<file path="src/rtl/stream2rgb.sv">
// Receive end of the packed imager stream: unpacks 32-bit MSB-first words into
// one {r,g,b} pixel per cycle and splits header words into 16-bit meta values.
`ifndef STREAM2RGB_DTYPES
`define STREAM2RGB_DTYPES
`define DTYPE_WIDTH        16
`define DTYPE_FRAME_START  16'h0001
`define DTYPE_FRAME_END    16'h0002
`define DTYPE_HEADER_START 16'h0004
`define DTYPE_HEADER       16'h0008
`define DTYPE_PIXEL_MASK   16'h0F00
`define DTYPE_PIXEL        16'h0100
`define Image_image_type   2
`endif

module stream2rgb #(
    parameter int PIXEL_WIDTH = 10,
    parameter int IBUF_WIDTH  = 64 + 3*PIXEL_WIDTH
) (
    input  logic                    clk,
    input  logic                    reset,
    input  logic                    dvi,
    input  logic [`DTYPE_WIDTH-1:0] dtypei,
    input  logic [31:0]             datai,
    output logic                    rdyo,
    output logic                    dvo,
    output logic [`DTYPE_WIDTH-1:0] dtypeo,
    output logic [PIXEL_WIDTH-1:0]  r,
    output logic [PIXEL_WIDTH-1:0]  g,
    output logic [PIXEL_WIDTH-1:0]  b,
    output logic [15:0]             meta_datao,
    output logic [7:0]              meta_idx,
    output logic [15:0]             image_type
);

    localparam int         PW3       = 3*PIXEL_WIDTH;
    localparam logic [6:0] PW3_P     = 7'(PW3);
    localparam logic [6:0] RDY_LIMIT = 7'(32 + PW3);
    localparam logic [7:0] IMG_IDX   = 8'(`Image_image_type);

    logic [IBUF_WIDTH-1:0]   ibuf;
    logic [6:0]              ipos;
    logic [6:0]              ipos_ae;
    logic                    hdr_pend;
    logic [15:0]             hdr_hold;
    logic [7:0]              idx;
    logic [7:0]              idx_inc;
    logic [`DTYPE_WIDTH-1:0] pix_dtype;
    logic                    emit;
    logic                    is_pix;
    logic                    accept;
    logic [PW3-1:0]          pix;

    always_comb begin
        emit    = (ipos >= PW3_P) && !hdr_pend;
        ipos_ae = emit ? (ipos - PW3_P) : ipos;
        is_pix  = |(dtypei & `DTYPE_PIXEL_MASK);
        // Non-pixel words wait until no whole pixel is left in the accumulator.
        if (hdr_pend)
            rdyo = 1'b0;
        else if (is_pix)
            rdyo = (ipos_ae <= RDY_LIMIT);
        else
            rdyo = !emit && (ipos < PW3_P);
        accept  = dvi && rdyo;
        pix     = PW3'(ibuf >> (ipos - PW3_P));
        idx_inc = (idx == 8'hFF) ? idx : idx + 8'd1;
    end

    always_ff @(posedge clk) begin
        if (reset) begin
            ibuf       <= '0;
            ipos       <= '0;
            hdr_pend   <= 1'b0;
            hdr_hold   <= '0;
            idx        <= '0;
            pix_dtype  <= '0;
            dvo        <= 1'b0;
            dtypeo     <= '0;
            r          <= '0;
            g          <= '0;
            b          <= '0;
            meta_datao <= '0;
            meta_idx   <= '0;
            image_type <= '0;
        end else begin
            dvo <= 1'b0;

            if (emit) begin
                {r, g, b} <= pix;
                dvo       <= 1'b1;
                dtypeo    <= pix_dtype;
            end

            if (hdr_pend) begin
                meta_datao <= hdr_hold;
                meta_idx   <= idx;
                dvo        <= 1'b1;
                dtypeo     <= `DTYPE_HEADER;
                hdr_pend   <= 1'b0;
                idx        <= idx_inc;
                if (idx == IMG_IDX)
                    image_type <= hdr_hold;
            end

            if (accept) begin
                if (is_pix) begin
                    ibuf      <= {ibuf[IBUF_WIDTH-33:0], datai};
                    pix_dtype <= dtypei;
                end else begin
                    dvo    <= 1'b1;
                    dtypeo <= dtypei;
                    if (dtypei == `DTYPE_HEADER) begin
                        // Low half goes out now, high half on the following cycle.
                        meta_datao <= datai[15:0];
                        meta_idx   <= idx;
                        hdr_hold   <= datai[31:16];
                        hdr_pend   <= 1'b1;
                        idx        <= idx_inc;
                        if (idx == IMG_IDX)
                            image_type <= datai[15:0];
                    end else if (dtypei == `DTYPE_FRAME_START || dtypei == `DTYPE_HEADER_START) begin
                        idx <= '0;
                    end
                end
            end

            if (accept && is_pix)
                ipos <= ipos_ae + 7'd32;
            else if (accept)
                ipos <= '0;
            else
                ipos <= ipos_ae;
        end
    end

endmodule

</file>
<file path="config.mk">
export PLATFORM = sky130hd
export DESIGN_NAME = stream2rgb
export DESIGN_NICKNAME = d
export VERILOG_FILES = /design/src/rtl/stream2rgb.sv
export SDC_FILE = /design/constraint.sdc
export NUM_CORES = 1
export LEC_CHECK = 0
export CAP_MARGIN = 20
export CORE_UTILIZATION = 55
export CTS_CLUSTER_DIAMETER = 30
export DETAILED_ROUTE_END_ITERATION = 16
export GPL_TIMING_DRIVEN = 0
export PLACE_DENSITY_LB_ADDON = 0.3
export SETUP_SLACK_MARGIN = 0.1
export SYNTH_ARGS = -nofsm -noshare
export SYNTH_HDL_FRONTEND = slang
export SYNTH_SLANG_ARGS = --single-unit
</file>
<file path="constraint.sdc">
create_clock -name clk -period 3.97 [get_ports clk]
set_input_delay 0.397 -clock clk [delete_from_list [all_inputs] [get_ports clk]]
set_output_delay 0.397 -clock clk [all_outputs]
set_load 0.03 [all_outputs]
</file>
==> results.sh <==
export IMPL_outcome="completed"
export IMPL_first_pass_iters=9
export IMPL_ys_async_sr_fraction=0
export IMPL_fin_worst_hold_slack_ns=0.456
export IMPL_vdd_ir_drop_worst_mv=0.467
export IMPL_critPathRequiredTime_ns=3.57
export IMPL_layout_drive_gt1_share=0.154
export IMPL_drt_antenna_violating_nets=0
export IMPL_antenna_found_initial=0
export IMPL_place_hpwl_um=41700
export IMPL_drt_drc_violations_left=0
export IMPL_postSynthRegisterBits=228
export IMPL_post_cts_setup_buffers=0
export IMPL_synth_enable_flop_cells=0
export IMPL_synth_top_area_frac=0.335
export IMPL_max_slew_margin=0.228
export IMPL_worst_setup_path_startpoint="ipos[1]$_SDFF_PP0_"
export IMPL_routed_wirelength_um=56400
export IMPL_cts_sinks=228
export IMPL_critical_path_reg2reg_startpoint="ipos[2]$_SDFF_PP0_"
export IMPL_clock_tree_htree_level_count=2
export IMPL_ctsLongestPathBuffers=3
export IMPL_syn_inst=1510
export IMPL_insertion_delay_ns=0.56
export IMPL_worst_ep_arrival_time_ns=3.31
export IMPL_final_period_utilization=0.933
export IMPL_static_leakage_power_nw=6.48
export IMPL_final_cell_mix="249 x sky130_fd_sc_hd__nor2_1, 239 x sky130_fd_sc_hd__mux2i_1, 228 x sky130_fd_sc_hd__dfxtp_1"
export IMPL_grt_first_pass_wirelength_um=84100
export IMPL_cts_buffers=44
export IMPL_place_worst_setup_slack_ns=0.564
export IMPL_drt_iter0_markers=2181
export IMPL_cp_start_kind="flip-flop"
export IMPL_multi_input_area_sq_um=8310
export IMPL_critPathCaptureType="output port"
export IMPL_setup_viol=0
export IMPL_hold_path_startpoint="meta_idx[7]$_SDFF_PP0_"
export IMPL_worst_hold_path_class="reg2reg"
export IMPL_timing_hold_violations_final=0
export IMPL_grt_overflow_total=0
export IMPL_gr_usage_all_layers=0.435
export IMPL_dr_total_vias=14000
export IMPL_antenna_cells=0
export IMPL_synth_cell_area_sq_um=13600
export IMPL_critical_path_max_fanout=9
export IMPL_n_fill_cell=1817
export IMPL_synth_main_ff_cell="sky130_fd_sc_hd__dfxtp_1"
export IMPL_rsz0062_at_grt="false"
export IMPL_first_global_vias=13400
export IMPL_route_detailed_wl_per_inst_um=27.5
export IMPL_worstMarginPinSlew_ns=1.15
export IMPL_fp_dieW_um=159
export IMPL_initial_core_util=0.560
export IMPL_post_synth_num_cell_types=73
export IMPL_boundaryPins=139
export IMPL_cts_tree="done"
export IMPL_synth_sequential_area_ratio=0.335
export IMPL_skew_ns=0.0291
export IMPL_place_port_buffers=138
export IMPL_dieHeight_um=159
export IMPL_layout_area_overhead_vs_synth_pct=24.6
export IMPL_final_critical_path_setup_slack_ns=0.265
export IMPL_clk_pin_slew_worst_paths_ns=0.04
export IMPL_power_per_cell_area_nw_per_um2=438
export IMPL_synth_area_per_cell_sq_um=9.02
export IMPL_viasPerCell=6.81
export IMPL_maxClockFrequency_ghz=0.270
export IMPL_period_minus_slack_ns=3.70
export IMPL_max_cap_violations=0
export IMPL_synth_fp_nets=1565
export IMPL_timing_final_max_slew_violations=0
export IMPL_final_seq_area_sq_um=4560
export IMPL_core_area_sq_um=24300
export IMPL_synth_top_area_cell="sky130_fd_sc_hd__dfxtp_1"
export IMPL_finalWeightedCongestion=1.04
export IMPL_final_common_cell="sky130_fd_sc_hd__nor2_1"
export IMPL_maximum_number_of_pins_on_one_net_before_global_route_repair=13
export IMPL_area_of_the_die_sq_um=25400
export IMPL_post_synth_main_area_contributors="sky130_fd_sc_hd__dfxtp_1 33%, sky130_fd_sc_hd__mux2i_1 18%, sky130_fd_sc_hd__nor2_1 6.9%"
export IMPL_finalNetCount=1750
export IMPL_critical_path_class="reg2out"
export IMPL_floorplan_rows=57
export IMPL_cts_root_buffer_cell="sky130_fd_sc_hd__clkbuf_16"
export IMPL_final_setup_tns_ns=0
export IMPL_yosys_warnings=0
==> sequential cells by signal (all words and copies together) (netlist names) <==
name	count
b	10
dtypeo	16
dvo	1
g	10
hdr_hold	16
hdr_pend	1
ibuf	94
idx	8
image_type	16
ipos	6
meta_datao	16
meta_idx	8
pix_dtype	16
r	10
==> cells by family (layout without fill, tap and decap cells) <==
logic type	count (synthesis)	count (layout)	synth area share
XOR/XNOR	13	13	0.00891
flip-flops	228	228	0.335
AND/OR/NAND/NOR	471	471	0.148
buffers and inverters	143	363	0.0550
multiplexers	344	344	0.295
adder cells (fa/ha/maj)	4	4	0.00367
AO/OA/AOI/OAI	307	307	0.155
==> layout make-up <==
class / count / share of cell area
Buffer: 128 / 0.0409
Clock buffer: 51 / 0.0682
Clock inverter: 30 / 0.0234
Inverter: 15 / 0.00332
Multi-Input combinational cell: 1139 / 0.490
Sequential cell: 228 / 0.269
Tap cell: 324 / 0.0239
Timing Repair Buffer: 139 / 0.0817
==> cells in the mapped netlist, drive strengths merged (4+ instances only) <==
| cell type | instances |
|---|---|
| a211o | 6 |
| a211oi | 57 |
| a21oi | 67 |
| a221oi | 6 |
| a22o | 4 |
| a22oi | 22 |
| a31oi | 10 |
| a32oi | 4 |
| and2 | 8 |
| and3 | 9 |
| buf | 78 |
| clkbuf | 50 |
| dfxtp | 228 |
| ha | 4 |
| inv | 15 |
| mux2 | 66 |
| mux2i | 239 |
| mux4 | 39 |
| nand2 | 131 |
| nand2b | 4 |
| nand3 | 17 |
| nor2 | 249 |
| nor2b | 5 |
| nor3 | 23 |
| nor4 | 5 |
| o211ai | 16 |
| o21ai | 43 |
| o221ai | 6 |
| o22ai | 15 |
| o311ai | 7 |
| o31a | 7 |
| o31ai | 4 |
| o32ai | 8 |
| xnor2 | 9 |
| xor2 | 4 |
==> per-stage QoR <==
stage | power [mW] | instances | area [sq um] | util
after floorplan | 3.11 | 1510 | 13600 | -
after global placement | 3.50 | 1972 | 15400 | 0.634
after detailed placement | 3.51 | 1973 | 15400 | 0.634
after CTS | 7.37 | 2054 | 17000 | 0.698
after global routing | 7.57 | 2054 | 17000 | 0.698
final | 7.43 | 2054 | 17000 | 0.698
==> power breakdown <==
part           leakage (nW)  switching, mW  internal (mW)
registers              1.85         0.0848           2.36
clock network         0.741           1.34           2.57
logic                  3.89          0.663          0.417
total                  6.48           2.08           5.35
==> layer usage <==
layer	track usage	vias to the layer above	routed length, um
li1	-	5926	-
met3	0.0990	209	6770
met1	0.587	6761	22600
met2	0.667	1091	24300
met5	0	-	0
met4	0.186	0	2730
==> what timing repair did <==
| action | in CTS | in global routing |
|---|---|---|
| endpoints found under the setup margin | 1 | 1 |
| hold buffers | 0 | 0 |
| gates resized for setup | 1 | 2 |
==> final timing paths <==
check             cells past startpoint                     end  slack [ns]
hold / removal                        2  meta_idx[7]$_SDFF_PP0_        0.46
setup reg to reg                     10       r[3]$_SDFFE_PP0N_        0.43
hold reg to reg                       2  meta_idx[7]$_SDFF_PP0_        0.46
setup / recovery                     13                    rdyo        0.27
==> critical path: stages (launching register included) <==
cell and delay, ns:
sky130_fd_sc_hd__dfxtp_1 0.31, sky130_fd_sc_hd__ha_1 0.19, sky130_fd_sc_hd__buf_4 0.18, sky130_fd_sc_hd__and3_1 0.18, sky130_fd_sc_hd__clkbuf_1 0.16, sky130_fd_sc_hd__nor2_1 0.16
sky130_fd_sc_hd__mux2_2 0.39, sky130_fd_sc_hd__ha_1 0.19, sky130_fd_sc_hd__o31ai_1 0.09, sky130_fd_sc_hd__a221oi_2 0.10, sky130_fd_sc_hd__nor3b_1 0.20, sky130_fd_sc_hd__a21oi_1 0.07
sky130_fd_sc_hd__nor2_1 0.13, sky130_fd_sc_hd__dlygate4sd2_1 0.41
No activity file was read; power rests on OpenSTA's default activity.
